### src/rtl/dense_row_sched_if.sv
// Row-fetch, engine and collected-output buses of the dense row scheduler.
// master = scheduler side, slave = feature buffer / engine / consumer side.
interface dense_row_sched_if #(
  parameter int H          = 3,
  parameter int W          = 3,
  parameter int D          = 12,
  parameter int B          = 64,
  parameter int DATA_WIDTH = 8
);
  localparam int RW = (H > 1) ? $clog2(H) : 1;
  localparam int OW = (B > 1) ? $clog2(B) : 1;
  localparam int PW = W * D * DATA_WIDTH;

  logic                         row_req_o;
  logic [RW-1:0]                row_addr_o;
  logic                         row_valid_i;
  logic [PW-1:0]                row_data_i;
  logic                         eng_rstn_o;
  logic                         eng_valid_o;
  logic [PW-1:0]                eng_data_o;
  logic                         eng_valid_i;
  logic signed [DATA_WIDTH-1:0] eng_data_i;
  logic                         out_valid_o;
  logic [OW-1:0]                out_idx_o;
  logic [DATA_WIDTH-1:0]        out_data_o;

  modport master (
    output row_req_o, row_addr_o, input row_valid_i, row_data_i,
    output eng_rstn_o, eng_valid_o, eng_data_o, input eng_valid_i, eng_data_i,
    output out_valid_o, out_idx_o, out_data_o
  );
  modport slave (
    input row_req_o, row_addr_o, output row_valid_i, row_data_i,
    input eng_rstn_o, eng_valid_o, eng_data_o, output eng_valid_i, eng_data_i,
    input out_valid_o, out_idx_o, out_data_o
  );
endinterface

### src/rtl/dense_row_sched.sv
// Sequences one dense-front engine over H rows of an image: clear, fetch/issue
// each row with fixed spacing, then collect the B outputs of the last row.
module dense_row_sched #(
  parameter int H          = 3,
  parameter int W          = 3,
  parameter int D          = 12,
  parameter int B          = 64,
  parameter int DATA_WIDTH = 8,
  parameter int ROW_CYC    = 2 * B,
  parameter int TIMEOUT    = 4 * B
) (
  input  logic clk,
  input  logic rstn,
  input  logic start_i,
  output logic busy_o,
  output logic done_o,
  output logic err_o,
  dense_row_sched_if.master bus
);
  localparam int RW = (H > 1) ? $clog2(H) : 1;
  localparam int OW = (B > 1) ? $clog2(B) : 1;
  localparam int TW = $clog2(TIMEOUT + 1);

  typedef enum logic [2:0] {IDLE, CLEAR, FETCH, ISSUE, RUN, DRAIN, DONE} state_t;

  state_t                       state, state_nxt;
  logic [RW-1:0]                row_cnt, row_cnt_nxt;
  logic [TW-1:0]                cyc_cnt, cyc_cnt_nxt;
  logic [TW-1:0]                wd_cnt, wd_cnt_nxt;
  logic [OW-1:0]                out_cnt, out_cnt_nxt;
  logic                         err_nxt, accept, drain_last;
  logic [W*D*DATA_WIDTH-1:0]    row_data;
  logic signed [DATA_WIDTH-1:0] eng_val;

  assign row_data = bus.row_data_i;
  assign eng_val  = bus.eng_data_i;
  // The last neuron is on the output register this cycle: image complete.
  assign drain_last = bus.out_valid_o && (bus.out_idx_o == OW'(B - 1));

  always_comb begin
    state_nxt   = state;
    row_cnt_nxt = row_cnt;
    cyc_cnt_nxt = cyc_cnt;
    wd_cnt_nxt  = wd_cnt;
    out_cnt_nxt = out_cnt;
    err_nxt     = err_o;
    accept      = 1'b0;
    case (state)
      IDLE: if (start_i) begin
        state_nxt   = CLEAR;
        err_nxt     = 1'b0;
        row_cnt_nxt = '0;
        out_cnt_nxt = '0;
      end
      CLEAR: state_nxt = FETCH;
      FETCH: if (bus.row_valid_i) state_nxt = ISSUE;
      ISSUE: begin
        if (row_cnt == RW'(H - 1)) begin
          state_nxt   = DRAIN;
          wd_cnt_nxt  = '0;
          out_cnt_nxt = '0;
        end else begin
          state_nxt   = RUN;
          cyc_cnt_nxt = '0;
        end
      end
      RUN: begin
        if (cyc_cnt == TW'(ROW_CYC - 1)) begin
          state_nxt   = FETCH;
          cyc_cnt_nxt = '0;
          row_cnt_nxt = row_cnt + 1'b1;
        end else begin
          cyc_cnt_nxt = cyc_cnt + 1'b1;
        end
      end
      DRAIN: begin
        if (drain_last) begin
          state_nxt  = DONE;
          wd_cnt_nxt = '0;
        end else if (wd_cnt == TW'(TIMEOUT - 1)) begin
          state_nxt  = DONE;
          err_nxt    = 1'b1;
          wd_cnt_nxt = '0;
        end else begin
          wd_cnt_nxt = wd_cnt + 1'b1;
          accept     = bus.eng_valid_i;
          if (accept) out_cnt_nxt = (out_cnt == OW'(B - 1)) ? '0 : out_cnt + 1'b1;
        end
      end
      DONE:    state_nxt = IDLE;
      default: state_nxt = IDLE;
    endcase
    // Engine strobes outside the collection window are dropped and flagged.
    if (bus.eng_valid_i && state != DRAIN) err_nxt = 1'b1;
  end

  always_ff @(posedge clk) begin
    if (!rstn) begin
      state           <= IDLE;
      row_cnt         <= '0;
      cyc_cnt         <= '0;
      wd_cnt          <= '0;
      out_cnt         <= '0;
      busy_o          <= 1'b0;
      done_o          <= 1'b0;
      err_o           <= 1'b0;
      bus.row_req_o   <= 1'b0;
      bus.row_addr_o  <= '0;
      bus.eng_rstn_o  <= 1'b0;
      bus.eng_valid_o <= 1'b0;
      bus.eng_data_o  <= '0;
      bus.out_valid_o <= 1'b0;
      bus.out_idx_o   <= '0;
      bus.out_data_o  <= '0;
    end else begin
      state           <= state_nxt;
      row_cnt         <= row_cnt_nxt;
      cyc_cnt         <= cyc_cnt_nxt;
      wd_cnt          <= wd_cnt_nxt;
      out_cnt         <= out_cnt_nxt;
      err_o           <= err_nxt;
      busy_o          <= (state_nxt != IDLE);
      done_o          <= (state_nxt == DONE);
      bus.row_req_o   <= (state_nxt == FETCH);
      bus.row_addr_o  <= (state_nxt == FETCH) ? row_cnt_nxt : '0;
      bus.eng_rstn_o  <= (state_nxt != CLEAR);
      bus.eng_valid_o <= (state_nxt == ISSUE);
      // Payload held from ISSUE until the next fetch completes.
      if (state == FETCH && bus.row_valid_i) bus.eng_data_o <= row_data;
      bus.out_valid_o <= accept;
      if (accept) begin
        bus.out_idx_o  <= out_cnt;
        bus.out_data_o <= eng_val;
      end
    end
  end
endmodule

### src/flat_wrapper.sv
// flat-port wrapper written by rule: the top's interface ports become plain ports
module dense_row_sched_flat 
#(
  parameter int H          = 3,
  parameter int W          = 3,
  parameter int D          = 12,
  parameter int B          = 64,
  parameter int DATA_WIDTH = 8,
  parameter int ROW_CYC    = 2 * B,
  parameter int TIMEOUT    = 4 * B
)
  (clk, rstn, start_i, busy_o, done_o, err_o, bus_row_req_o, bus_row_addr_o, bus_row_valid_i, bus_row_data_i, bus_eng_rstn_o, bus_eng_valid_o, bus_eng_data_o, bus_eng_valid_i, bus_eng_data_i, bus_out_valid_o, bus_out_idx_o, bus_out_data_o);
  dense_row_sched_if #(.H(H), .W(W), .D(D), .B(B), .DATA_WIDTH(DATA_WIDTH)) bus_i ();
  input  logic clk;
  input  logic rstn;
  input  logic start_i;
  output logic busy_o;
  output logic done_o;
  output logic err_o;
  output wire logic [$bits(bus_i.row_req_o)-1:0] bus_row_req_o;
  output wire logic [$bits(bus_i.row_addr_o)-1:0] bus_row_addr_o;
  input wire logic [$bits(bus_i.row_valid_i)-1:0] bus_row_valid_i;
  input wire logic [$bits(bus_i.row_data_i)-1:0] bus_row_data_i;
  output wire logic [$bits(bus_i.eng_rstn_o)-1:0] bus_eng_rstn_o;
  output wire logic [$bits(bus_i.eng_valid_o)-1:0] bus_eng_valid_o;
  output wire logic [$bits(bus_i.eng_data_o)-1:0] bus_eng_data_o;
  input wire logic [$bits(bus_i.eng_valid_i)-1:0] bus_eng_valid_i;
  input wire logic [$bits(bus_i.eng_data_i)-1:0] bus_eng_data_i;
  output wire logic [$bits(bus_i.out_valid_o)-1:0] bus_out_valid_o;
  output wire logic [$bits(bus_i.out_idx_o)-1:0] bus_out_idx_o;
  output wire logic [$bits(bus_i.out_data_o)-1:0] bus_out_data_o;
  assign bus_row_req_o = bus_i.row_req_o;
  assign bus_row_addr_o = bus_i.row_addr_o;
  assign bus_i.row_valid_i = bus_row_valid_i;
  assign bus_i.row_data_i = bus_row_data_i;
  assign bus_eng_rstn_o = bus_i.eng_rstn_o;
  assign bus_eng_valid_o = bus_i.eng_valid_o;
  assign bus_eng_data_o = bus_i.eng_data_o;
  assign bus_i.eng_valid_i = bus_eng_valid_i;
  assign bus_i.eng_data_i = bus_eng_data_i;
  assign bus_out_valid_o = bus_i.out_valid_o;
  assign bus_out_idx_o = bus_i.out_idx_o;
  assign bus_out_data_o = bus_i.out_data_o;
  dense_row_sched #(.H(H), .W(W), .D(D), .B(B), .DATA_WIDTH(DATA_WIDTH), .ROW_CYC(ROW_CYC), .TIMEOUT(TIMEOUT)) u_core (.clk(clk), .rstn(rstn), .start_i(start_i), .busy_o(busy_o), .done_o(done_o), .err_o(err_o), .bus(bus_i));
endmodule
### config.mk
export PLATFORM = sky130hd
export DESIGN_NAME = dense_row_sched_flat
export DESIGN_NICKNAME = d
export VERILOG_FILES = /design/src/rtl/dense_row_sched_if.sv /design/src/rtl/dense_row_sched.sv /design/src/flat_wrapper.sv
export SDC_FILE = /design/constraint.sdc
export NUM_CORES = 1
export LEC_CHECK = 0
export CORE_AREA = 2 2 238 240
export CTS_CLUSTER_DIAMETER = 200
export DETAILED_ROUTE_END_ITERATION = 8
export DIE_AREA = 0 0 240 242
export PLACE_DENSITY = 0.49
export SLEW_MARGIN = 15
export SYNTH_ARGS = -nofsm -noshare
export SYNTH_HDL_FRONTEND = slang
export SYNTH_SLANG_ARGS = --single-unit
### constraint.sdc
create_clock -name clk -period 2.29 [get_ports clk]
set_input_delay 0.458 -clock clk [delete_from_list [all_inputs] [get_ports clk]]
set_output_delay 0.458 -clock clk [all_outputs]
set_load 0.01 [all_outputs]
==> impl_metrics.ini <==
[floorplan]
die_area_um2 = 58100
core_um2 = 55700
io_pins = 612
rows = 87
fp.dieW_um = 240
die_h_um = 242
initial_core_util_pct = 21.9

[setup_path]
regToRegStartpoint = u_core.state[1]$_SDFF_PN0_
end_kind = output pin
cp.arrival_ps = 1650
crit_cells = 1
cp-startpoint = u_core.bus.eng_data_o[8]$_SDFFE_PN0P_
cp-endpoint = bus_eng_data_o[8]
crit_fanout = 2
ff2ff_setup_slack_ps = 360
cp_top_family = buffers and inverters
path_class = reg -> out
startpoint_type = flip-flop
reg2reg_depth = 6
crit_path_top_delay_cell = clkdlybuf4s50_1
critPathBufInv = 1
critical_path.cell_chain = clkdlybuf4s50_1
critical_path_required_ps = 1830
cp_slowest_stage_delay_ps = 630
rr_endpoint = u_core.bus.out_data_o[3]$_SDFFE_PN0P_

[yosys]
netlist_instances = 1545
syn_area_um2 = 12200
yosysUniqueCellTypes = 45
synth_seq_cells = 340
synth_edf_count = 0
synth.avg_cell_area_um2 = 7.89
synthArstFlopShare_pct = 0
synth.yosys.seq_area_share_pct = 55.8
ys_warn_count = 0
syn-num-nets = 1850
synth_flop_cell = dfxtp_1

[final_layout]
final_nets = 2458
drive_above_1_share_pct = 6.11
final_cell_mix = nand2_1 (617), clkdlybuf4s50_1 (611), dfxtp_1 (340)
fin_util_pct = 37.3
final_area_um2 = 20800
instances_no_fill = 2934
layout_commonest_cell = nand2_1
area_growth_pct = 70.4

[global_routing]
grt_max_degree = 64
grt_pass1_wl_mm = 71.5
grtUsageMet1_pct = 17.1
gr-max-usage-layer = met2
grt_overflow = 0
track_usage_pct = 15.6
grt_pass1_vias = 12300
antenna_found_initial = 4
gr-usage-met3_pct = 5.34
grt_util_met2_pct = 28.0

[cts]
clk_latency_ps = 550
clk_path_buf_depth = 3
ctsHoldBuffers = 0
cts_tree = built
cts.sinks = 340
cts_setup_buffers = 0
ctsResizeCount = 0
cts_root_buffer = clkbuf_16
cts.clk_slew.worst_paths_ps = 60
htree_levels = 2
cts_buffers = 42

[detailed_routing]
drtIter0Drc = 474
avgRoutedWirePerCell_um = 16.1
via_per_inst = 4.26
firstDrtPassIters = 5
postRouteWirelength_mm = 47.3
vias = 12500
ant_nets = 0
drc = 0

[place]
preCtsSetupSlack_ps = -123
placed_cells_incl_taps = 2865
portBuffers = 611
placed_area_um2 = 19500
dp_hpwl_mm = 35.0
gp_congestion = 0.801

[sta]
hold_viol_final = 0
relSlewSlack_pct = 52.5
drv_slew = 0
rsz0062_at_grt = no
post-route-period-util_pct = 92.0
finalSetupViolations = 0
finalClockSkew_ps = 12.5
worst_slew_pin_slew_ps = 705
setup_ws_ps = 182
fmax_mhz = 474
min_period_ps = 2110

[job]
drv_cap = 0

[pwr]
leakage_nw = 7.07
design_power_total_mw = 14.6
vdd_drop_max_mv = 0.411
power_density_nw_per_um2 = 704

[outcome]
outcome = finished clean

[hold_path]
hp-class = in -> reg
==> synthesized netlist by cell type, types with 3 or more instances <==
master	n	area, um2
a21oi_1	316	1580
a31oi_1	6	37.5
and2_1	8	50.1
and3_1	8	50.1
and4_1	3	26.3
buf_2	29	145
buf_6	4	45.0
clkbuf_1	76	285
dfxtp_1	340	6810
ha_1	4	50.1
inv_1	5	18.8
nand2_1	617	2320
nand3_1	22	110
nand3b_1	4	30.0
nand4_1	4	25.0
nor2_1	26	97.6
nor2b_1	4	25.0
nor3_1	7	35.0
o211a_1	3	30.0
o21a_1	3	22.5
o21ai_0	15	75.1
or3_1	7	43.8
==> per-layer routing <==
metal	up-vias	wire length, um
li1	6287	-
met3	70	4450
met2	439	23400
met4	4	1120
met5	-	25
met1	5693	18300
==> cells by family after synthesis <==
kind of cell | Yosys count | share of synthesized area, %
XOR/XNOR | 1 | 0.0718
AND/OR/NAND/NOR | 720 | 23.8
adder cells (fa/ha/maj) | 4 | 0.410
multiplexers | 3 | 0.257
buffers and inverters | 116 | 4.11
AO/OA/AOI/OAI | 361 | 15.5
flip-flops | 340 | 55.8
==> final cells by class <==
class,instances,area (um2)
Fill cell,5773,35000
Inverter,6,30.0
Sequential cell,340,6810
Antenna cell,2,5.00
Tap cell,756,946
Clock inverter,10,85.1
Multi-Input combinational cell,1089,4890
Timing Repair Buffer,674,6800
Clock buffer,57,1210
==> where the power goes <==
part,total [mW],switching (mW),internal [mW]
clock network,6.38,2.59,3.78
logic,1.98,0.871,1.11
registers,6.26,0.120,6.14
total,14.6,3.58,11.0
==> flip-flops by register name, indices dropped and copies added, names as in the netlist, 2 cells and up <==
signal / cells
u_core.bus.eng_data_o: 288
u_core.bus.out_data_o: 8
u_core.bus.out_idx_o: 6
u_core.bus.row_addr_o: 2
u_core.cyc_cnt: 9
u_core.out_cnt: 6
u_core.row_cnt: 2
u_core.state: 3
u_core.wd_cnt: 9
==> worst min path at each step <==
stage,slack (ps),to,depth (start not counted),start
2_1_floorplan,420,u_core.wd_cnt[8]$_SDFFE_PN0P_,2,u_core.wd_cnt[8]$_SDFFE_PN0P_
3_3_place_gp,430,u_core.wd_cnt[8]$_SDFFE_PN0P_,2,u_core.wd_cnt[8]$_SDFFE_PN0P_
3_5_place_dp,440,u_core.wd_cnt[8]$_SDFFE_PN0P_,2,u_core.wd_cnt[8]$_SDFFE_PN0P_
4_1_cts,410,u_core.bus.eng_data_o[259]$_SDFFE_PN0P_,3,bus_row_data_i[259]
5_1_grt,430,u_core.bus.eng_data_o[105]$_SDFFE_PN0P_,3,bus_row_data_i[105]
6_report,450,u_core.bus.eng_data_o[94]$_SDFFE_PN0P_,3,bus_row_data_i[94]
==> stage by stage <==
stage	hold WS, ps	setup TNS [ps]
finish	450	0
global route	429	0
CTS	412	0
detailed placement	443	-1680
global placement	431	-1710
floorplan	421	0
No activity file was read; power rests on OpenSTA's default activity.
